[src/rtl/vram_arbiter.sv]
// Single-port VRAM arbiter: display prefetch owns every PPW-th slot, the CPU FSM uses the rest.
// Display words land in pix_data two cycles after issue; CPU writes ack at T+1, reads at T+2.
module vram_arbiter #(
  parameter int H_ACTIVE = 640,
  parameter int V_ACTIVE = 480,
  parameter int H_TOTAL  = 800,
  parameter int V_TOTAL  = 525,
  parameter int PPW_LOG2 = 2,
  parameter int ADDR_W   = 17,
  parameter int DATA_W   = 16
) (
  input  logic              pixel_clk,
  input  logic              rst,
  input  logic [10:0]       hcounter,
  input  logic [10:0]       vcounter,
  input  logic              cpu_req,
  input  logic              cpu_we,
  input  logic [ADDR_W-1:0] cpu_addr,
  input  logic [DATA_W-1:0] cpu_wdata,
  output logic              cpu_ack,
  output logic [DATA_W-1:0] cpu_rdata,
  output logic [ADDR_W-1:0] vram_addr,
  output logic              vram_we,
  output logic [DATA_W-1:0] vram_wdata,
  input  logic [DATA_W-1:0] vram_rdata,
  output logic [DATA_W-1:0] pix_data,
  output logic              pix_load
);

  localparam int          PPW         = 1 << PPW_LOG2;
  localparam int          STAGES      = 1;
  localparam logic [10:0] H_FETCH_END = 11'(H_ACTIVE - PPW);
  localparam logic [10:0] H_WRAP      = 11'(H_TOTAL - PPW);
  localparam logic [10:0] V_ACT       = 11'(V_ACTIVE);
  localparam logic [10:0] V_ACT_M1    = 11'(V_ACTIVE - 1);
  localparam logic [10:0] V_LAST      = 11'(V_TOTAL - 1);

  typedef enum logic [1:0] {IDLE, WACK, RWAIT, RDONE} state_t;

  state_t              state, state_nx;
  logic [ADDR_W-1:0]   disp_addr, fetch_addr, cpu_addr_q;
  logic                slot_phase, frame_start, disp_slot, cpu_issue;
  logic [STAGES:0]     vld_pipe;

  // Fetches run one word ahead; the last slot of a line prefetches word 0 of the next.
  assign slot_phase  = (hcounter[PPW_LOG2-1:0] == '0);
  assign frame_start = (hcounter == H_WRAP) && (vcounter == V_LAST);
  assign disp_slot   = !rst && slot_phase &&
                       (((hcounter < H_FETCH_END) && (vcounter < V_ACT)) ||
                        ((hcounter == H_WRAP) && ((vcounter == V_LAST) || (vcounter < V_ACT_M1))));
  assign fetch_addr  = frame_start ? '0 : disp_addr;
  assign cpu_issue   = !rst && (state == IDLE) && cpu_req && !disp_slot;
  assign vram_wdata  = cpu_wdata;
  assign pix_load    = vld_pipe[STAGES];

  always_ff @(posedge pixel_clk) begin
    if (rst) begin
      disp_addr  <= '0;
      cpu_addr_q <= '0;
      vld_pipe   <= '0;
      pix_data   <= '0;
      cpu_rdata  <= '0;
    end else begin
      if (disp_slot) disp_addr <= fetch_addr + ADDR_W'(1);
      if (cpu_issue) cpu_addr_q <= cpu_addr;
      vld_pipe <= {vld_pipe[STAGES-1:0], disp_slot};
      if (vld_pipe[STAGES-1]) pix_data <= vram_rdata;
      if (state == RWAIT) cpu_rdata <= vram_rdata;
    end
  end

  always_ff @(posedge pixel_clk) begin
    if (rst) state <= IDLE;
    else     state <= state_nx;
  end

  // Every non-IDLE state, including the ack cycle, ignores cpu_req.
  always_comb begin
    state_nx = state;
    case (state)
      IDLE:    if (cpu_issue) state_nx = cpu_we ? WACK : RWAIT;
      WACK:    state_nx = IDLE;
      RWAIT:   state_nx = RDONE;
      RDONE:   state_nx = IDLE;
      default: state_nx = IDLE;
    endcase
  end

  always_comb begin
    vram_addr = cpu_addr_q;
    vram_we   = 1'b0;
    cpu_ack   = (state == WACK) || (state == RDONE);
    if (rst) begin
      vram_addr = '0;
    end else if (disp_slot) begin
      vram_addr = fetch_addr;
    end else if (cpu_issue) begin
      vram_addr = cpu_addr;
      vram_we   = cpu_we;
    end
  end

endmodule

[config.mk]
export PLATFORM = sky130hd
export DESIGN_NAME = vram_arbiter
export DESIGN_NICKNAME = d
export VERILOG_FILES = /design/src/rtl/vram_arbiter.sv
export SDC_FILE = /design/constraint.sdc
export NUM_CORES = 1
export LEC_CHECK = 0
export CAP_MARGIN = 20
export CORE_ASPECT_RATIO = 1.2
export CORE_MARGIN = 5
export CORE_UTILIZATION = 47
export CTS_CLUSTER_DIAMETER = 80
export DETAILED_ROUTE_END_ITERATION = 8
export PLACE_DENSITY = 0.86
export REMOVE_ABC_BUFFERS = 1
export SLEW_MARGIN = 25
export SYNTH_ARGS = -nofsm -noshare
export SYNTH_HDL_FRONTEND = slang
export SYNTH_SLANG_ARGS = --single-unit
[constraint.sdc]
create_clock -name pixel_clk -period 8.05 [get_ports pixel_clk]
set_clock_uncertainty 0.05 [all_clocks]
set_input_delay 1.61 -clock pixel_clk [delete_from_list [all_inputs] [get_ports pixel_clk]]
set_output_delay 1.61 -clock pixel_clk [all_outputs]
set_load 0.005 [all_outputs]
### Word level (Yosys, flattened, before mapping)

Cells that the tools add are included.

* register bits: 70
* bits in latches: 0
* memory bits (writable): 0
* memory bits (read-only): 0
* input bits: 75
* output and inout bits: 68
* logic and storage cells: 42
* memories kept: 0

* add/subtract/negate cells: 1
* multiply operators: 0
* div/mod/pow operators: 0
* order comparisons: 3
* equality and inequality tests: 6
* shifts and indexed selects: 0
* mux-type cells: 10
* bitwise logic cells: 0
* reduce and logical (&&, ||, !) cells: 16

Operators by type and width (count)
* $mux W17: 4
* $eq A11 B10 Y1 const B: 2
* $lt A11 B9 Y1 const B: 2
* $add A17 B1 Y17 const B: 1
* $lt A11 B10 Y1 const B: 1
* $logic_and A1 B1 Y1: 8
* $pmux W2 S3: 1
* $eq A2 B2 Y1 const B: 2
* $logic_not A2 Y1: 2
* $mux W2: 2
* $logic_or A1 B1 Y1: 3
* $mux W1: 3
* $eq A2 B1 Y1 const B: 1
* $logic_not A1 Y1: 2
* $ne A2 B2 Y1 const B: 1
* $reduce_or A2 Y1: 1

### Depth between registers and ports, before layout

* depth in word-level cells: 10
* mapped depth: 13
* gate-level depth less buffers: 11

### Worst setup path after synthesis

OpenSTA, ideal clock, no wires.

* kind: input to output
* start point: input hcounter[2]
* end point: output vram_addr[10]
* data arrival time: 3.069 ns
* required time: 6.390 ns
* path slack: 3.321 ns
* cell stages on the path: 7
* path buffers: 1
* cells stage by stage: and4_1 a311o_1 o21a_1 nor2_4 buf_2 a22oi_1 o211ai_1

* cells in the longest elaborated chain, start to end: 9
* elaborated cells on any way between the ends: 13
* those cells by class: 1 x order compare; 1 x eq/ne; 4 x mux; 7 x reduce/logical

Ends and longest elaborated chain
* start, declared: RTL line 14 `input logic [10:0] hcounter,`
* $lt A11 B10 Y1 or $eq A11 B10 Y1 (tied branches): RTL line 49, 47, 50
* $logic_and A1 B1 Y1 (on tied branches): RTL line 49, 50
* $logic_or A1 B1 Y1: RTL line 49 `(((hcounter < H_FETCH_END) && (vcounter < V_ACT)) ||`
* $logic_and A1 B1 Y1: RTL line 48 `assign disp_slot = !rst && slot_phase &&`
* $logic_not A1 Y1: RTL line 52 `assign cpu_issue = !rst && (state == IDLE) && cpu_req && !disp_slot;`
* $logic_and A1 B1 Y1: RTL line 52
* $mux W17
* $mux W17 *: RTL line 95 `end else if (disp_slot) begin`
* $mux W17 *: RTL line 93 `if (rst) begin`
* end, declared: RTL line 22 `output logic [ADDR_W-1:0] vram_addr,`

Every way passes the cells marked *; elsewhere a longest branch is shown, timed or not.

### Worst setup path in the final report

* start point: input vcounter[4]
* end point: output vram_addr[7]

* cells in the longest elaborated chain, start to end: 10
* elaborated cells on any way between the ends: 15
* those cells by class: 2 x order compare; 1 x eq/ne; 4 x mux; 8 x reduce/logical

Ends and longest elaborated chain
* start, declared: RTL line 15 `input logic [10:0] vcounter,`
* $lt A11 B9 Y1 or $eq A11 B10 Y1 (tied branches): RTL line 50, 47
* $logic_or A1 B1 Y1: RTL line 50 `((hcounter == H_WRAP) && ((vcounter == V_LAST) || (vcounter < V_ACT_M1))));`
* $logic_and A1 B1 Y1: RTL line 50
* $logic_or A1 B1 Y1: RTL line 49
* $logic_and A1 B1 Y1: RTL line 48
* $logic_not A1 Y1: RTL line 52
* $logic_and A1 B1 Y1: RTL line 52
* $mux W17
* $mux W17 *: RTL line 95
* $mux W17 *: RTL line 93

Marked as above.

==> results_dict.tcl <==
set metrics [dict create \
    setup_viol 0 \
    place_ws_ps 1885 \
    core_area_sq_mm 0.007576 \
    cts.sink_count 70 \
    dr.first_iter.drc_count 218 \
    ctsResizeCount 0 \
    io_pins 143 \
    synthTopCellsByCount "dfxtp_1 (70), nand2_1 (67), a21oi_1 (39), nand3_1 (34), mux2i_1 (26)" \
    post-cts-setup-buffer-count 0 \
    dp.cells 598 \
    synth_edf_count 0 \
    synth_top_area_share_pct 38.86 \
    critPathRequiredTime_ps 6390 \
    synth_most_common_cell "dfxtp_1" \
    drv_slew 0 \
    initial_utilization_pct 47.60 \
    synth_xor_area_share_pct 0.9715 \
    tns_ps 0 \
    place_area_sq_mm 0.004586 \
    n_antenna_cell 0 \
    synthMuxAreaShare_pct 7.217 \
    ys_types 62 \
    yosysWarningCount 0 \
    cpMaxStageDelayCell "or4_4" \
    die_w_microns 89.96 \
    synth_area_per_cell_sq_um 8.214 \
    seq_area_frac_synth_pct 38.86 \
    maxCapViolations 0 \
    overflow 0 \
    synthSimpleGateAreaFrac_pct 25.33 \
    design_area_sq_mm 0.004810 \
    antenna_found_initial 0 \
    cellLeakagePower_uw 0.001607 \
    cts-root-buf "clkbuf_8" \
    drc 0 \
    async_flop_share_pct 0 \
    crit_buf_inv 4 \
    drive_gt1_share_pct 7.663 \
    clk_pin_slew_ps 70 \
    ys_top_cells_by_area "dfxtp_1 (39%), mux2i_1 (7.2%), nand2_1 (7.0%)" \
    wl_microns 10030 \
    power_density_mw_per_mm2 161.6 \
    crit_path_max_incr_delay_ps 570 \
    synth_compound_area_share_pct 19.54 \
    synth_top_family_by_area "simple AND/OR/NAND/NOR gates" \
    crit_chain "clkdlybuf4s50_1, or4_4, nor3_4, o2bb2ai_1, o21ai_2, buf_4, inv_2, nand3_1, o31ai_1, clkdlybuf4s50_1" \
    dieArea_sq_mm 0.009531 \
    stdcell_count 614 \
    via_per_inst 5.832 \
    netlist_instances 439 \
    max_slew_margin_pct 33.54 \
    grt_pass1_wl_microns 16170 \
    ir_drop_uv 151.4 \
    utilization_pct 63.48 \
    worstPathMaxFanout 30 \
    synth_fa_ha_area_share_pct 0.3470 \
    arrival_ps 4530 \
    endpoint_kind "primary output" \
    hold_path.class "reg -> reg" \
    fin_nets 593 \
    finalHoldViolCount 0 \
    fmax_mhz 161.5 \
    period_needed_ps 6194 \
    vias 3581 \
    dr.pass1.iters 4 \
    crit_top_cell "clkdlybuf4s50_1" \
    worst_pin_slew_ps 995.5 \
    port-buffer-count 110 \
    holdBufCountCts 0 \
    area_growth_pct 33.38 \
    clock_path_buffers 2 \
    grt_pass1_vias 3414 \
    critical_path_class "in -> out" \
    dp_hpwl_microns 7259 \
    netlist_area_sq_mm 0.003606 \
    insertion_delay_ps 340 \
    routedWlPerCell_microns 16.33 \
    num_rows 35 \
    grt_use_total_pct 20.16 \
    numCtsBuffers 9 \
    fin_crit_sh_pct 76.94 \
    grt_max_degree 54 \
    gp_congestion 0.9394 \
    ant_nets 0 \
    cp_top_family "buffers and inverters" \
    fin_ws_ps 1856 \
    cts_tree "yes" \
    synth_ff_type "dfxtp_1" \
    status "complete, no violations" \
    die_h_microns 106.0 \
    ys_seq_elements 70 \
    h-tree-depth 3 \
    rsz0062_at_grt "false" \
    cp-start-kind "primary input" \
    yosysTopAreaCell "dfxtp_1" \
]
[stage by stage]
stage,hold slack [ps],power (uW)
after floorplan,396.7,405.3
after global routing,421.8,812.1
after detailed placement,395.6,473.4
final,405.1,777.1
after global placement,391.3,470.7
after CTS,405.3,784.3
[metal layers]
layer  track usage [%]  part of all wire (%)
met1             24.12                    41
met2             33.00                    47
met3             7.643                   9.9
met4             7.234                   1.5
met5                 0                     0
[path summary, 6_finish.rpt]
kind                                       to  cells past startpoint  slack, ps    startpoint
worst max-delay path             vram_addr[7]                     10       1860   vcounter[4]
worst max register to register  disp_addr[14]                      8       5990  disp_addr[0]
worst min-delay path             cpu_rdata[6]                      2        410  cpu_rdata[6]
worst min register to register   cpu_rdata[6]                      2        410  cpu_rdata[6]
[worst reg2reg max path: stages, from the launching register on]
cell      delay, ps
dfxtp_1         370
and2_1          170
ha_1            220
and3_1          240
nand4_1         110
a21oi_1         220
and3_4          240
a311oi_1        100
a41o_1          230
[cell families (layout without fill, tap and decap cells)]
logic type	Yosys count	count (layout)
flops	70	70
xor+xnor	4	4
fa+ha+maj	1	1
simple gates	178	178
compound gates	111	111
mux	26	26
buf+inv	49	132
[where the power goes]
group          total, uW  leakage (uW)  internal [uW]  switching, uW
Sequential           360      0.000567            355           5.67
Combinational        106      0.000927           57.6           48.1
Clock                311      0.000113            184            127
Total                777       0.00161            596            181
[area by class of cell]
cell class	instances	area, sq um
clock inverter	5	82.58
sequential	70	1401
fill	628	2766
multi-input combinational	320	1939
tap	92	115.1
inverter	3	11.26
timing repair buffer	113	1119
clock buffer	11	141.4
[flip-flops by register name, indices dropped and copies added, names as in the netlist]
name / count
cpu_addr_q: 17
disp_addr: 17
cpu_rdata: 16
pix_data: 16
state: 2
vld_pipe: 2
[placed cells by master (no fill, tap or decap), types with 3 or more instances in the layout]
| master | n |
|---|---|
| and3_1 | 8 |
| a21oi_1 | 39 |
| nand2_1 | 67 |
| o21ai_1 | 5 |
| nor2_1 | 22 |
| clkdlybuf4s50_1 | 109 |
| mux2i_1 | 26 |
| a21o_1 | 3 |
| buf_4 | 3 |
| o211ai_1 | 11 |
| o31ai_1 | 5 |
| xor2_1 | 3 |
| nand4_1 | 5 |
| nor3_1 | 10 |
| o21ai_0 | 17 |
| a22oi_1 | 10 |
| nor4_1 | 3 |
| nand3_1 | 34 |
| dfxtp_1 | 70 |
| clkbuf_8 | 10 |
| nand3b_1 | 4 |
| a31oi_1 | 4 |
| nor3_2 | 3 |
| o21a_1 | 4 |
(Power assumes the default switching activity.)
